$ cat config.mk
export PLATFORM = sky130hd
export DESIGN_NAME = core_alu_sched
export DESIGN_NICKNAME = d
export VERILOG_FILES = /design/src/rtl/core_alu_sched.sv
export SDC_FILE = /design/constraint.sdc
export NUM_CORES = 1
export LEC_CHECK = 0
export BUFFER_PORTS_ARGS = -buffer_cell sky130_fd_sc_hd__buf_4
export CAP_MARGIN = 20
export CORE_AREA = 2 2 163 165
export DETAILED_ROUTE_END_ITERATION = 12
export DIE_AREA = 0 0 165 167
export PLACE_DENSITY_LB_ADDON = 0.08
export SLEW_MARGIN = 25
export SYNTH_ARGS = -nofsm -noshare
export SYNTH_HDL_FRONTEND = slang
export SYNTH_SLANG_ARGS = --single-unit
export TNS_END_PERCENT = 1
$ cat constraint.sdc
create_clock -name CLK -period 1.61 [get_ports CLK]
set_input_delay 0.0805 -clock CLK [delete_from_list [all_inputs] [get_ports CLK]]
set_output_delay 0.0805 -clock CLK [all_outputs]
set_load 0.02 [all_outputs]
$ cat src/rtl/core_alu_sched.sv
// rtl/core_alu_sched.sv - round-robin two-requester scheduler for the shared registered ALU; optional CORE_ALU_SCHED_STATS_EN accept counters
module core_alu_sched #(
  parameter int TAG_W = 4,
  parameter int OP_W  = 6
) (
  input  logic             CLK,
  input  logic             RST_N,
  input  logic             REQ0_VALID,
  output logic             REQ0_READY,
  input  logic [OP_W-1:0]  REQ0_OP,
  input  logic [31:0]      REQ0_RS1,
  input  logic [31:0]      REQ0_RS2,
  input  logic [31:0]      REQ0_IMM,
  input  logic [TAG_W-1:0] REQ0_TAG,
  input  logic             REQ1_VALID,
  output logic             REQ1_READY,
  input  logic [OP_W-1:0]  REQ1_OP,
  input  logic [31:0]      REQ1_RS1,
  input  logic [31:0]      REQ1_RS2,
  input  logic [31:0]      REQ1_IMM,
  input  logic [TAG_W-1:0] REQ1_TAG,
`ifdef CORE_ALU_SCHED_STATS_EN
  input  logic             STAT_CLR,
  output logic [15:0]      STAT0_CNT,
  output logic [15:0]      STAT1_CNT,
`endif
  output logic [32:0]      ALU_SEL,
  output logic [31:0]      ALU_RS1,
  output logic [31:0]      ALU_RS2,
  output logic [31:0]      ALU_IMM,
  input  logic [31:0]      ALU_RESULT,
  output logic             RSP_VALID,
  input  logic             RSP_READY,
  output logic             RSP_SRC,
  output logic [TAG_W-1:0] RSP_TAG,
  output logic [31:0]      RSP_DATA,
  output logic             RSP_ERR
);

  localparam int NUM_OPS = 33;

  typedef enum logic [1:0] {IDLE, ISSUE, WAIT, RESP} state_t;

  state_t          state_q, state_d;
  logic            last_q;
  logic            grant_any;
  logic            grant_src;
  logic [OP_W-1:0] grant_op;
  logic            grant_illegal;
  logic [32:0]     grant_onehot;

  // Round-robin pick: a lone requester wins outright, a tie goes to the one not granted last
  always_comb begin
    grant_any = 1'b0;
    grant_src = 1'b0;
    if (state_q == IDLE) begin
      grant_any = REQ0_VALID | REQ1_VALID;
      if (REQ0_VALID && REQ1_VALID) grant_src = ~last_q;
      else                          grant_src = REQ1_VALID;
    end
  end

  assign REQ0_READY = grant_any & ~grant_src;
  assign REQ1_READY = grant_any &  grant_src;

  // Winner's op code decoded to the ALU one-hot strobe; out-of-range codes strobe nothing
  always_comb begin
    grant_op      = grant_src ? REQ1_OP : REQ0_OP;
    grant_illegal = (32'(grant_op) >= 32'(NUM_OPS));
    grant_onehot  = '0;
    if (!grant_illegal) grant_onehot = 33'd1 << grant_op;
  end

  // State register
  always_ff @(posedge CLK) begin
    if (!RST_N) state_q <= IDLE;
    else        state_q <= state_d;
  end

  // Issue one cycle, wait one cycle for the ALU's registered result, then hold the response
  always_comb begin
    state_d = state_q;
    case (state_q)
      IDLE:    if (grant_any) state_d = ISSUE;
      ISSUE:   state_d = WAIT;
      WAIT:    state_d = RESP;
      RESP:    if (RSP_READY) state_d = IDLE;
      default: state_d = IDLE;
    endcase
  end

  // Operand/strobe launch on accept, strobe drop after issue, result capture and response handshake
  always_ff @(posedge CLK) begin
    if (!RST_N) begin
      last_q    <= 1'b1;
      ALU_SEL   <= '0;
      ALU_RS1   <= '0;
      ALU_RS2   <= '0;
      ALU_IMM   <= '0;
      RSP_VALID <= 1'b0;
      RSP_SRC   <= 1'b0;
      RSP_TAG   <= '0;
      RSP_DATA  <= '0;
      RSP_ERR   <= 1'b0;
    end else begin
      case (state_q)
        IDLE: begin
          if (grant_any) begin
            ALU_SEL <= grant_onehot;
            ALU_RS1 <= grant_src ? REQ1_RS1 : REQ0_RS1;
            ALU_RS2 <= grant_src ? REQ1_RS2 : REQ0_RS2;
            ALU_IMM <= grant_src ? REQ1_IMM : REQ0_IMM;
            RSP_SRC <= grant_src;
            RSP_TAG <= grant_src ? REQ1_TAG : REQ0_TAG;
            RSP_ERR <= grant_illegal;
            last_q  <= grant_src;
          end
        end
        ISSUE: ALU_SEL <= '0;
        WAIT: begin
          RSP_DATA  <= ALU_RESULT;
          RSP_VALID <= 1'b1;
        end
        RESP: if (RSP_READY) RSP_VALID <= 1'b0;
        default: ;
      endcase
    end
  end

`ifdef CORE_ALU_SCHED_STATS_EN
  logic [15:0] stat0_q, stat1_q;

  // Saturating per-requester accept counters; a clear beats a same-cycle accept
  always_ff @(posedge CLK) begin
    if (!RST_N || STAT_CLR) begin
      stat0_q <= '0;
      stat1_q <= '0;
    end else if (grant_any) begin
      if (!grant_src && stat0_q != 16'hFFFF) stat0_q <= stat0_q + 16'd1;
      if ( grant_src && stat1_q != 16'hFFFF) stat1_q <= stat1_q + 16'd1;
    end
  end

  assign STAT0_CNT = stat0_q;
  assign STAT1_CNT = stat1_q;
`endif

endmodule

# ---- Word-level counts from Yosys, hierarchy flattened
# Cells that the tools add are included.
dict set report totals {
  ff_bits 171
  latchBits 0
  ram_bits 0
  romBits 0
  in_bits 249
  out_inout_bits 170
  mem_count 0
}
dict set report op_classes {
  addsub 0
  multipliers 0
  n_div 0
  order_cmp 1
  n_eq_ne 5
  n_shift 1
  n_mux 16
  bitwise_logic 5
  n_reduce_logical 8
}
# operator n
set op_table {}
lappend op_table {{$mux 32} 3}
lappend op_table {{$mux 33} 2}
lappend op_table {{$pmux 33 s2} 1}
lappend op_table {{$shl 1x6->33 const A} 1}
lappend op_table {{$pmux 2 s4} 1}
lappend op_table {{$reduce_and 2->1} 4}
lappend op_table {{$ge 6x6->1 const B} 1}
lappend op_table {{$mux 6} 1}
lappend op_table {{$eq 2x2->1 const B} 2}
lappend op_table {{$mux 1} 4}
lappend op_table {{$mux 2} 2}
lappend op_table {{$mux 4} 1}
lappend op_table {{$ne 2x2->1 const B} 2}
lappend op_table {{$reduce_bool 2->1} 2}
lappend op_table {{$and 1x1->1} 2}
lappend op_table {{$eq 2x1->1 const B} 1}
lappend op_table {{$logic_not 2->1} 1}
lappend op_table {{$not 1->1} 2}
lappend op_table {{$pmux 1 s2} 1}
lappend op_table {{$logic_and 1x1->1} 1}
lappend op_table {{$or 1x1->1} 1}

# ---- Logic depth before layout (Yosys ltp)
dict set report depth {
  word_depth 8
  mapped_depth 8
  depth_no_buf 6
}

# ---- Least setup slack after synthesis
# No wires, ideal clock.
dict set report synth_path {
  kind {register -> register}
  startpoint {register state_q[0]}
  endpoint {register ALU_SEL[31]}
  setup_time_ns 0.117
  arrival_time_ns 1.607
  required_ns 1.493
  setup_slack_ns -0.114
  path_stages_with_launch 8
  n_path_buf 1
  cell_sequence {dfxtp_1 > inv_1 > ha_1 > inv_2 > clkbuf_1 > nor3_1 > o21a_1 > a32o_1}
}
dict set report synth_via {
  elab_chain_len 7
  elab_cells_between_ends 13
}
# element line_no
set synth_rtl {}
lappend synth_rtl {{from (decl)} 44} ;# state_t state_q, state_d;
lappend synth_rtl {{from (signal assigned)} 77} ;# else state_q <= state_d;
lappend synth_rtl {{$logic_not 2->1} {56, 106}}
lappend synth_rtl {{$mux 1} 56} ;# if (state_q == IDLE) begin
lappend synth_rtl {{$mux 6} 68} ;# grant_op = grant_src ? REQ1_OP : REQ0_OP;
lappend synth_rtl {{$ge 6x6->1 or $shl 1x6->33 (tied branches)} {69, 71}}
lappend synth_rtl {{$mux 33} 71} ;# if (!grant_illegal) grant_onehot = 33'd1 << grant_op;
lappend synth_rtl {{$mux 33} 108} ;# if (grant_any) begin
lappend synth_rtl {{$pmux 33 s2} 106} ;# case (state_q)
lappend synth_rtl {{to (signal assigned)} 109} ;# ALU_SEL <= grant_onehot;
lappend synth_rtl {{to (decl)} 27} ;# output logic [32:0] ALU_SEL,
# Parallel ways exist; a longest one is shown, timed or not. The select of a mux whose other input is x is not followed.
# A chain may end at the register's enable or synchronous reset.

# ---- Final worst setup path
dict set report layout_path {
  startpoint {register state_q[0]}
  endpoint {register ALU_SEL[26]}
}
# The elaborated chain is that of the path after synthesis.

==> out/summary.log <==
[outcome] result of the run complete, but fails checks
[outcome] failing checks setup timing
[critical_path] CP required 1950 ps
[yosys] number of storage elements in the synthesis netlist 171
[routing] WL final 30.29 mm
[routing] number of nets with antenna violations after routing 0
[layout] synthesis-to-layout area growth 98.92%
[critical_path] Largest stage delay, worst path 340 ps
[hold_path] min-delay worst type in -> reg
[grt] largest net degree at the start of global routing 74
[routing] DRC errors left 0
[layout] number of diodes 0
[cts] clock tree from TritonCTS done
[floorplanning] number of rows in the core area 59
[cts] Clock H-tree levels 4
[pwr] static power due to leakage 6.360 nW
[floorplanning] height of the die 167 um
[sta] post-layout worst setup margin -56.86 ps
[yosys] Mapped Avg Cell Area 8.466 um2
[sta] fin. max-slew vios 0
[critical_path] total buffers and inverters traversed by the critical path 3
[flow_run] reported max-cap violation count 0
[critical_path] list of cells traversed by the critical path inv_2 > ha_4 > buf_6 > o21a_4 > nand2b_1 > buf_4 > a21oi_4 > a22o_1
[grt] global-route wire length before repair 46.33 mm
[cts] clock buffer count from CTS 17
[yosys] number of warnings printed during yosys synthesis 0
[yosys] library cells used by synthesis 41
[sta] slew at the pin closest to its max-slew limit 452.6 ps
[yosys] top_reg_cell synth dfxtp_1
[placement] dpl hpwl 20.55 mm
[sta] Layout Skew 13.17 ps
[grt] vias in the first global route 8773
[cts] source-to-sink clock delay at the later pin of the worst-skew pair 440 ps
[critical_path] type of origin of the critical path flop
[cts] buffer depth of the longest clock path 2
[critical_path] R2R depth 8
[cts] clock transition at the register clock pins on the worst setup and hold paths after CTS 80 ps
[critical_path] cell with the largest stage delay on the worst path dfxtp_2
[routing] post-detailed-route wirelength per cell 16.40 um
[routing] via count 8671
[sta] highest attainable clock frequency 0.5999 GHz
[critical_path] kind of cell with the highest combined delay on the critical path buffers and inverters
[floorplanning] core box area 25760 um2
[sta] final hold viol count 0
[routing] DR pass1 iterations 5
[floorplanning] Initial Utilization 27.83%
[critical_path] Crit path depth 8
[pwr] Power, Total 20.74 mW
[critical_path] Critical Path Fanout Max 7
[sta] period utilisation layout 103.5%
[floorplanning] x dimension of the die 165 um
[pwr] worst-case vdd ir drop 675.3 uV
[cts] cell at the root of the clock tree clkbuf_16
[sta] Setup TNS -902.9 ps
[layout] fill cell total of the finished layout 2321
[sta] Max-Slew Margin vs Limit 69.50%
[floorplanning] die area 27560 um2
[yosys] share of synthesized registers carrying an async set or reset 0%
[routing] via density per instance 4.695
[critical_path] worst setup path class reg -> reg
[placement] weighted congestion reported at the end of routability-driven placement 0.7985
[critical_path] critical path arrival 2000 ps
[sta] setup repair after global routing missed its margin true
[pwr] Power Density 1454 nW/um2
[layout] proportion of layout cells with a drive suffix above 1 35.98%
[grt] Remaining Overflow, GRT 0
[yosys] sequential-to-total area share from yosys stat 47.74%
[yosys] nets in the synthesized netlist 1101
[yosys] total standard cell area after synthesis 7171 um2
[sta] clock period minus worst slack 1667 ps
[layout] NumNets Final 1753
[grt] total routing resource utilization after global routing 21.17%
[yosys] number of enable-type register cells in the synthesized netlist 0
[sta] number of endpoints failing setup at the final stage 30
[routing] first-iteration detailed-routing DRC count 472
[hold_path] Hold Path Depth 3
[grt] number of antenna violations at the first check in global routing 0
[critical_path] CP endpoint kind flop
[layout] most common cell after layout, fill and taps aside buf_4
[cts] Sinks on Clock Net 171
[yosys] Post-Syn Instances 847
[placement] total of buffers placed on input and output ports 418
[floorplanning] top-level port count 419
[layout] top library cells by usage in the layout, fill and taps aside buf_4, dlygate4sd3_1, nand2_1
-- cell families after synthesis --
group           after synthesis  share of synthesized area (%)
simple gates                380                          20.99
compound gates              176                          20.78
flops                       171                          47.74
buf+inv                      81                          4.868
mux                          34                          4.746
fa+ha+maj                     5                         0.8724
-- power breakdown --
group	internal, mW	total [mW]	switching [mW]
Combinational	4.68	10.3	5.64
Clock	2.39	4.39	2.00
Sequential	5.40	6.03	0.631
-- cell type report --
class / instances / area, um2 / share of cell area (%)
well taps: 335 / 419.2 / 2.939
multi-input cells: 595 / 3552 / 24.90
clock inverters: 15 / 195.2 / 1.368
inverters: 9 / 48.80 / 0.3421
clock buffers: 17 / 425.4 / 2.982
flip-flops and latches: 171 / 3427 / 24.03
repair buffers: 705 / 6196 / 43.44
-- synth_stat cells, types with 7 or more instances --
master / number / area, um2
a21oi_1: 13 / 65.06
a22o_1: 26 / 227.7
a311oi_1: 100 / 875.8
buf_1: 12 / 45.04
buf_2: 18 / 90.09
clkbuf_1: 37 / 138.9
dfxtp_1: 171 / 3423
mux2i_1: 34 / 340.3
nand2_1: 210 / 788.3
nand4_1: 7 / 43.79
nor2_1: 144 / 540.5
-- path summary, 6_finish.rpt --
check	start	to	slack (ps)
max	state_q[0]	ALU_SEL[26]	-60
min	REQ1_OP[5]	ALU_SEL[32]	40
max reg2reg	state_q[0]	ALU_SEL[26]	-60
min reg2reg	ALU_SEL[0]	ALU_SEL[0]	450
-- tightest hold or removal path: stages --
cell and delay [ps]:
buf_4 100, a31oi_1 90, o31ai_2 170
-- repair_timing --
item | in CTS | in global routing
gates cloned | 0 | 0
hold endpoints to repair | 133 | 0
buffers inserted | 5 | 0
resized for setup | 25 | 24
pin swaps | 15 | 21
endpoints found under the setup margin | 138 | 138
hold buffers | 233 | 0
-- metrics by stage --
stage | utilization [%] | hold WS (ps) | area (um2) | setup slack (ps) | std cells
finish | 55.36 | 38.84 | 14260 | -56.86 | 1847
CTS | 54.95 | 33.79 | 14160 | -85.08 | 1847
floorplan | - | 227.7 | 7172 | -113.1 | 847
detailed placement | 42.95 | 322.7 | 11060 | -236.7 | 1577
global placement | 42.95 | 313.1 | 11060 | -224.6 | 1577
global route | 55.36 | 45.56 | 14260 | -130.9 | 1847
-- routing by layer --
layer	wire length, um	track usage [%]
met1	12490	25.44
met2	15010	36.20
met3	1934	5.554
met4	860	7.410
met5	0	0
-- registers in the layout (all words and copies together) (netlist names) --
register   count
ALU_IMM       32
ALU_SEL       33
RSP_VALID      1
ALU_RS2       32
RSP_DATA      32
RSP_SRC        1
ALU_RS1       32
last_q         1
RSP_ERR        1
state_q        2
RSP_TAG        4
Power figures use the tool's default switching activity.
